<file path="src/rtl/fetch_unit.sv">
// Instruction-fetch initiator: sequences the PC into a combinational TLB/ROM, pairs MVI with its
// immediate word and hands the pair to the core over valid/ready. FETCH_ILLEGAL_EN adds illegal-opcode trapping.
module fetch_unit #(
  parameter int unsigned ADDR_W    = 6,
  parameter int unsigned NUM_INSTR = 38,
  parameter int unsigned START_PC  = 0
) (
  input  logic              Clock,
  input  logic              Resetn,
  input  logic              run,
  output logic [ADDR_W-1:0] addr,
  input  logic [15:0]       tlb_data,
  output logic [15:0]       instr_out,
  output logic [15:0]       imm_out,
  output logic              instr_valid,
  input  logic              instr_ready,
  input  logic              redirect,
  input  logic [ADDR_W-1:0] redirect_pc,
  output logic              busy,
  output logic              done
`ifdef FETCH_ILLEGAL_EN
  ,
  output logic              illegal
`endif
);

  localparam int unsigned WORD_W = 16;
  localparam logic [3:0]  OPC_MVI = 4'b0100;
  localparam logic [ADDR_W-1:0] START_ADDR = ADDR_W'(START_PC);
  localparam logic [ADDR_W-1:0] END_ADDR   = ADDR_W'(NUM_INSTR);

  typedef enum logic [2:0] {
    S_IDLE, S_FETCH, S_FETCH_IMM, S_HOLD, S_DONE
  } state_e;

  state_e state_q, state_d;

  logic [ADDR_W-1:0] pc_q, pc_d;
  logic [WORD_W-1:0] instr_q, instr_d;
  logic [WORD_W-1:0] imm_q, imm_d;
  logic              valid_q, valid_d;
  logic              busy_q, busy_d;
  logic              done_q, done_d;
`ifdef FETCH_ILLEGAL_EN
  logic              illegal_q, illegal_d;
`endif

  logic is_mvi_c;
  logic is_ill_c;
  logic at_end_c;

  assign is_mvi_c = (tlb_data[15:12] == OPC_MVI);
  assign at_end_c = (pc_q == END_ADDR);

`ifdef FETCH_ILLEGAL_EN
  localparam logic [3:0] OPC_ILL_MIN = 4'b1011;
  assign is_ill_c = (tlb_data[15:12] >= OPC_ILL_MIN);
`else
  assign is_ill_c = 1'b0;
`endif

  // State register
  always_ff @(posedge Clock or negedge Resetn) begin
    if (!Resetn) state_q <= S_IDLE;
    else         state_q <= state_d;
  end

  // Next-state logic; redirect outranks every other transition while busy
  always_comb begin
    state_d = state_q;
    unique case (state_q)
      S_IDLE, S_DONE: if (run) state_d = S_FETCH;
      S_FETCH: begin
        if (redirect)      state_d = S_FETCH;
        else if (is_ill_c) state_d = S_DONE;
        else if (is_mvi_c) state_d = S_FETCH_IMM;
        else               state_d = S_HOLD;
      end
      S_FETCH_IMM: state_d = redirect ? S_FETCH : S_HOLD;
      S_HOLD: begin
        if (redirect)         state_d = S_FETCH;
        else if (instr_ready) state_d = at_end_c ? S_DONE : S_FETCH;
      end
      default: state_d = S_IDLE;
    endcase
  end

  // Datapath next values for PC and the presented instruction pair
  always_comb begin
    pc_d    = pc_q;
    instr_d = instr_q;
    imm_d   = imm_q;
    valid_d = valid_q;
`ifdef FETCH_ILLEGAL_EN
    illegal_d = illegal_q;
`endif
    unique case (state_q)
      S_IDLE, S_DONE: begin
        valid_d = 1'b0;
        if (run) begin
          pc_d = START_ADDR;
`ifdef FETCH_ILLEGAL_EN
          illegal_d = 1'b0;
`endif
        end
      end
      S_FETCH: begin
        if (redirect) begin
          pc_d    = redirect_pc;
          valid_d = 1'b0;
        end else if (is_ill_c) begin
`ifdef FETCH_ILLEGAL_EN
          illegal_d = 1'b1;
`endif
        end else begin
          instr_d = tlb_data;
          pc_d    = pc_q + ADDR_W'(1);
          if (!is_mvi_c) begin
            imm_d   = '0;
            valid_d = 1'b1;
          end
        end
      end
      S_FETCH_IMM: begin
        if (redirect) begin
          pc_d    = redirect_pc;
          valid_d = 1'b0;
        end else begin
          valid_d = 1'b1;
          // MVI as the final program word has no immediate to read
          if (at_end_c) begin
            imm_d = '0;
          end else begin
            imm_d = tlb_data;
            pc_d  = pc_q + ADDR_W'(1);
          end
        end
      end
      S_HOLD: begin
        if (redirect) begin
          pc_d    = redirect_pc;
          valid_d = 1'b0;
        end else if (instr_ready) begin
          valid_d = 1'b0;
        end
      end
      default: valid_d = 1'b0;
    endcase
  end

  // Status flags follow the state being entered so they line up with it
  always_comb begin
    busy_d = (state_d == S_FETCH) || (state_d == S_FETCH_IMM) || (state_d == S_HOLD);
    done_d = (state_d == S_DONE);
  end

  always_ff @(posedge Clock or negedge Resetn) begin
    if (!Resetn) begin
      pc_q    <= START_ADDR;
      instr_q <= '0;
      imm_q   <= '0;
      valid_q <= 1'b0;
      busy_q  <= 1'b0;
      done_q  <= 1'b0;
`ifdef FETCH_ILLEGAL_EN
      illegal_q <= 1'b0;
`endif
    end else begin
      pc_q    <= pc_d;
      instr_q <= instr_d;
      imm_q   <= imm_d;
      valid_q <= valid_d;
      busy_q  <= busy_d;
      done_q  <= done_d;
`ifdef FETCH_ILLEGAL_EN
      illegal_q <= illegal_d;
`endif
    end
  end

  assign addr        = pc_q;
  assign instr_out   = instr_q;
  assign imm_out     = imm_q;
  assign instr_valid = valid_q;
  assign busy        = busy_q;
  assign done        = done_q;
`ifdef FETCH_ILLEGAL_EN
  assign illegal     = illegal_q;
`endif

endmodule
</file>
<file path="config.mk">
export PLATFORM = sky130hd
export DESIGN_NAME = fetch_unit
export DESIGN_NICKNAME = d
export VERILOG_FILES = /design/src/rtl/fetch_unit.sv
export SDC_FILE = /design/constraint.sdc
export NUM_CORES = 1
export LEC_CHECK = 0
export CAP_MARGIN = 20
export CORE_MARGIN = 1.5
export CORE_UTILIZATION = 41
export DETAILED_ROUTE_END_ITERATION = 6
export PLACE_DENSITY = 0.76
export SLEW_MARGIN = 20
export SYNTH_ARGS = -nofsm -noshare
export SYNTH_HDL_FRONTEND = slang
export SYNTH_SLANG_ARGS = --single-unit
</file>
<file path="constraint.sdc">
create_clock -name Clock -period 1.6 [get_ports Clock]
set_input_delay 0.32 -clock Clock [delete_from_list [all_inputs] [get_ports Clock]]
set_output_delay 0.32 -clock Clock [all_outputs]
set_load 0.01 [all_outputs]
</file>
Word level (Yosys, flattened, before mapping)
Cells that the tools add are included.

Add/sub/neg operators: 1. Multiply operators: 0. Divide/modulo/power cells: 0. Order comparisons: 0. Equality and inequality tests: 18. Shifts and indexed selects: 0. Mux-type cells: 25. Bitwise logic cells: 1. Reductions and logical operators: 10.

Operators by type and width (number): $mux W16 (4); $pmux W16 S2 (1); $mux W6 (5); $pmux W6 S4 (1); $eq A3 B2 Y1 const B (4); $mux W3 (4); $pmux W3 S4 (1); $ne A2 B2 Y1 const B (5); $ne A3 B3 Y1 const B (3); $reduce_and A4 Y1 (2); $add A6 B1 Y6 const B (1); $eq A3 B1 Y1 const B (2); $eq A3 B3 Y1 const B (2); $eq A6 B6 Y1 const B (1); $mux W1 (6); $eq A4 B3 Y1 const B (1); $mux W2 (2); $reduce_and A2 Y1 (2); $reduce_bool A4 Y1 (1); $logic_not A3 Y1 (1); $pmux W1 S3 (1); $logic_or A1 B1 Y1 (2); $reduce_bool A2 Y1 (1); $reduce_or A2 Y1 (1); $not A1 Y1 (1).

Register bits: 44. Latch bits: 0. RAM bits: 0. ROM bits: 0. Input port bits: 27. Logic and storage cells: 62. Memories kept: 0.

Depth between registers and ports, before layout
Depth in word-level cells: 8. Depth in mapped cells: 6. Mapped depth without buffers: 5.

Least setup slack after synthesis
Ideal clock, no wire load.

Kind: register to register. Start point: register state_q[1]. End point: register instr_q[10] (netlist: instr_out[10]). Arrival time: 1.545 ns. Slack: -0.070 ns. Cell stages (with the launch flop): 6. Buffers on the path: 2. Cells stage by stage: dfrtp_1 buf_2 nand2b_4 nor3_2 buf_6 mux2_2.

Longest elaborated chain between the ends: 2.

Ends and longest elaborated chain: from (decl) (RTL line 36) `state_e state_q, state_d;`; from (signal assigned) (RTL line 65) `else state_q <= state_d;`; $eq A3 B1 Y1 (RTL line 97) `unique case (state_q)`; $reduce_and A2 Y1 (no line); to (signal assigned) (RTL line 170) `instr_q <= instr_d;`; to (decl) (RTL line 39) `logic [WORD_W-1:0] instr_q, instr_d;`.

No other way between the ends. A chain may end at the register's enable or synchronous reset.

Final worst setup path
Start point: register state_q[1]. End point: register imm_q[14] (netlist: imm_out[14]).

Longest elaborated chain between the ends: 3. Elaborated cells between the ends (all ways): 8. Those cells by class: eq/ne: 5; mux: 1; reduce/logical: 2.

Ends and longest elaborated chain: $eq A3 B1 Y1 / $eq A3 B2 Y1 (equally long branches) (RTL line 97); $ne A2 B2 Y1 (no line) / $reduce_bool A2 Y1 (equally long branches); $reduce_and A4 Y1 (no line); to (signal assigned) (RTL line 171) `imm_q <= imm_d;`; to (decl) (RTL line 40) `logic [WORD_W-1:0] imm_q, imm_d;`.

Parallel ways exist; a longest one is shown, timed or not.

==> results by group <==
Cells and area
  • Core Util, Final: 70.8%
  • Diodes inserted: 0
  • Proportion of layout cells with a drive suffix above 1: 37.4%
  • Fin cells: 340
  • Final #Nets: 302
  • Most frequent cells in the layout: clkdlybuf4s50_1 (55), dfrtp_1 (42), buf_4 (34)
  • Commonest non-fill, non-tap cell in the layout: clkdlybuf4s50_1
  • Layout area overhead: 63.8%

Drt
  • Avg WL per Cell: 15.7 um
  • Total Wirelength: 5.34 mm
  • Residual DRC: 0
  • First-pass detailed-route iteration total: 4
  • DRT antenna net count: 0
  • Initial drt markers: 61
  • Vias per Instance: 5.27
  • Via count: 1792

Logic synthesis
  • #FFs+latches synth: 44
  • Net Count, Synth: 192
  • Ranking of synthesized cells by area: dfrtp_1 (53%), mux2_2 (8.7%), a22o_2 (4.8%)
  • Cell taking the most area after synthesis: dfrtp_1
  • Warnings, synthesis: 0
  • Post-synth EDFFs: 0
  • Post-synthesis sequential area ratio: 53.2%
  • Share of the synthesized area in the top cell type: 53.2%
  • Netlist cell types: 52
  • Post-synth ARST share: 100%
  • Synth Instances: 163
  • Syn Area/Cell: 12.7 um^2
  • Syn Std Cell Area: 0.00207 mm^2
  • Ys flop type: dfrtp_1

Clock tree
  • CTS Root Cell: clkbuf_8
  • H-tree depth: 2
  • CTS buffer count: 5
  • TritonCTS Sinks: 44
  • Clock transition at path regs: 80 ps
  • Clk buf depth: 2
  • CTS tree: yes
  • Worst skew pair latency: 300 ps

Worst setup path
  • Data required, critical path: 1840 ps
  • CP Launch Type: flip-flop
  • Worst r2r src: state_q[1]
  • Crit path DAT: 1810 ps
  • Reg-to-reg endpoint: imm_out[14]
  • Flop2flop setup slack: 30 ps
  • Worst setup startpoint: state_q[1]
  • Crit. End Element: flip-flop
  • Setup crit end: imm_out[14]
  • Setup CP Type: flip-flop to flip-flop
  • Worst-path fanout max: 8
  • Cell depth of the worst flop-to-flop path: 6

Placed design
  • GP Congestion: 0.936
  • Pre-CTS WS: -520 ps
  • Dpl hpwl: 3.82 mm
  • # placed instances: 322
  • Port Buffers: 67

Global route
  • All-Layer GR Usage: 19.9%
  • Initial antenna violation count: 0
  • Total gr overflow: 0
  • Pin count of the biggest net entering global routing: 29
  • Vias in the first global route: 1746
  • First-pass GRT wire length: 8.29 mm

STA
  • Final Slew Violations: 0
  • Setup ws final: 34.3 ps
  • Slew @ Worst Pin: 404 ps
  • # setup viols final: 0
  • Fmax: 639 MHz
  • Hold WS: 430 ps
  • RSZ-0062 raised after global routing: yes
  • Relative slew slack: 73.0%
  • Period Utilization, post-route: 97.9%
  • Final Hold Viols: 0
  • Period minus WS final: 1570 ps
  • Clock skew: 8.64 ps
  • Post-route setup TNS: 0 ps

Status
  • Status: finished, final reports clean

Min path
  • Hold Crit Class: primary input to flip-flop

Floorplanning
  • Starting Density: 43.2%
  • Die outline height: 74.0 um
  • Die X-Extent: 74.0 um
  • IO Count: 68
  • Num rows: 25
  • Core box area: 0.00479 mm^2
  • Die footprint: 0.00548 mm^2

Power
  • Pwr/cell area: 1660 mW/mm^2
  • Worst IR Drop VDD: 0.965 mV
  • Leakage: 1.55 nW

Run
  • Max_cap viols: 0
-- area by class of cell --
cell class              count  area [um^2]
clock buffers               5         68.8
well taps                  67         83.8
flip-flops and latches     44         1100
inverters                   8         30.0
fillers                   354         1400
multi-input cells         104          962
repair buffers            110         1080
clock inverters             2         60.1
-- metrics by stage --
stage               area, um^2  total power, mW
global route              3390             5.96
CTS                       3250             5.48
finish                    3390             5.61
floorplan                 2090             3.02
global placement          3070             4.40
detailed placement        3070             4.45
-- state kept, by name (all words and copies together), names as in the netlist --
name	cells
imm_out	16
instr_out	16
addr	6
state_q	3
busy	1
done	1
instr_valid	1
-- power breakdown --
part	leakage [nW]	internal (mW)	switching [mW]	total (mW)
clock	0.0642	0.614	0.363	0.977
sequential	0.548	1.54	0.269	1.81
combinational	0.937	1.69	1.14	2.83
-- worst min path at each step --
stage | endpoint | depth (start not counted) | from | slack, ps
after floorplan | addr[0] | 0 | Resetn | 20
after global placement | instr_out[2] | 1 | Resetn | 270
after detailed placement | instr_out[2] | 1 | Resetn | 270
after CTS | addr[5] | 2 | Resetn | 480
after global routing | imm_out[14] | 3 | tlb_data[14] | 420
final | imm_out[14] | 3 | tlb_data[14] | 430
-- cell usage after synthesis (all sizes together) (2+ instances only) --
| library cell | number |
|---|---|
| a21oi | 4 |
| a221oi | 2 |
| a22o | 16 |
| a22oi | 2 |
| a31o | 2 |
| a41o | 2 |
| and2 | 2 |
| buf | 7 |
| dfrtp | 44 |
| ha | 2 |
| inv | 8 |
| mux2 | 17 |
| nand2 | 3 |
| nand2b | 6 |
| nand3 | 3 |
| nor2 | 5 |
| nor3 | 4 |
| o21ai | 7 |
| o2bb2ai | 3 |
-- cell families after synthesis --
family	after synthesis	share of synthesized area (%)
AOI/OAI and AO/OA	52	20.7
adders and majority gates	2	1.21
buffers and inverters	15	4.17
DFF	44	53.2
muxes	18	9.73
and+or+nand+nor	32	11.0
-- worst max-delay path, cell delays in order, from the launching register on --
cell       delay, ps
dfrtp_1          400
buf_4            160
nand2b_4          70
buf_4            140
nor4_4           380
clkbuf_16        230
a22o_1           130
-- repair_timing --
item	in CTS	in global routing
pin swaps	2	7
endpoints found under the setup margin	12	41
hold buffers	1	0
resized for setup	7	22
cloned	0	1
buffers inserted	3	6
endpoints found under the hold margin	16	0
-- per-layer routing --
metal  GRT usage [%]  share of wire [%]  up-vias  wire length (um)
met5               0                  0        -                 0
met4            7.00                1.2        0                66
met3            4.20                4.2        7               223
met2            33.6                 52       42              2750
met1            25.2                 43      898              2300
li1                -                  -      845                 -
No activity file was read; power rests on OpenSTA's default activity.
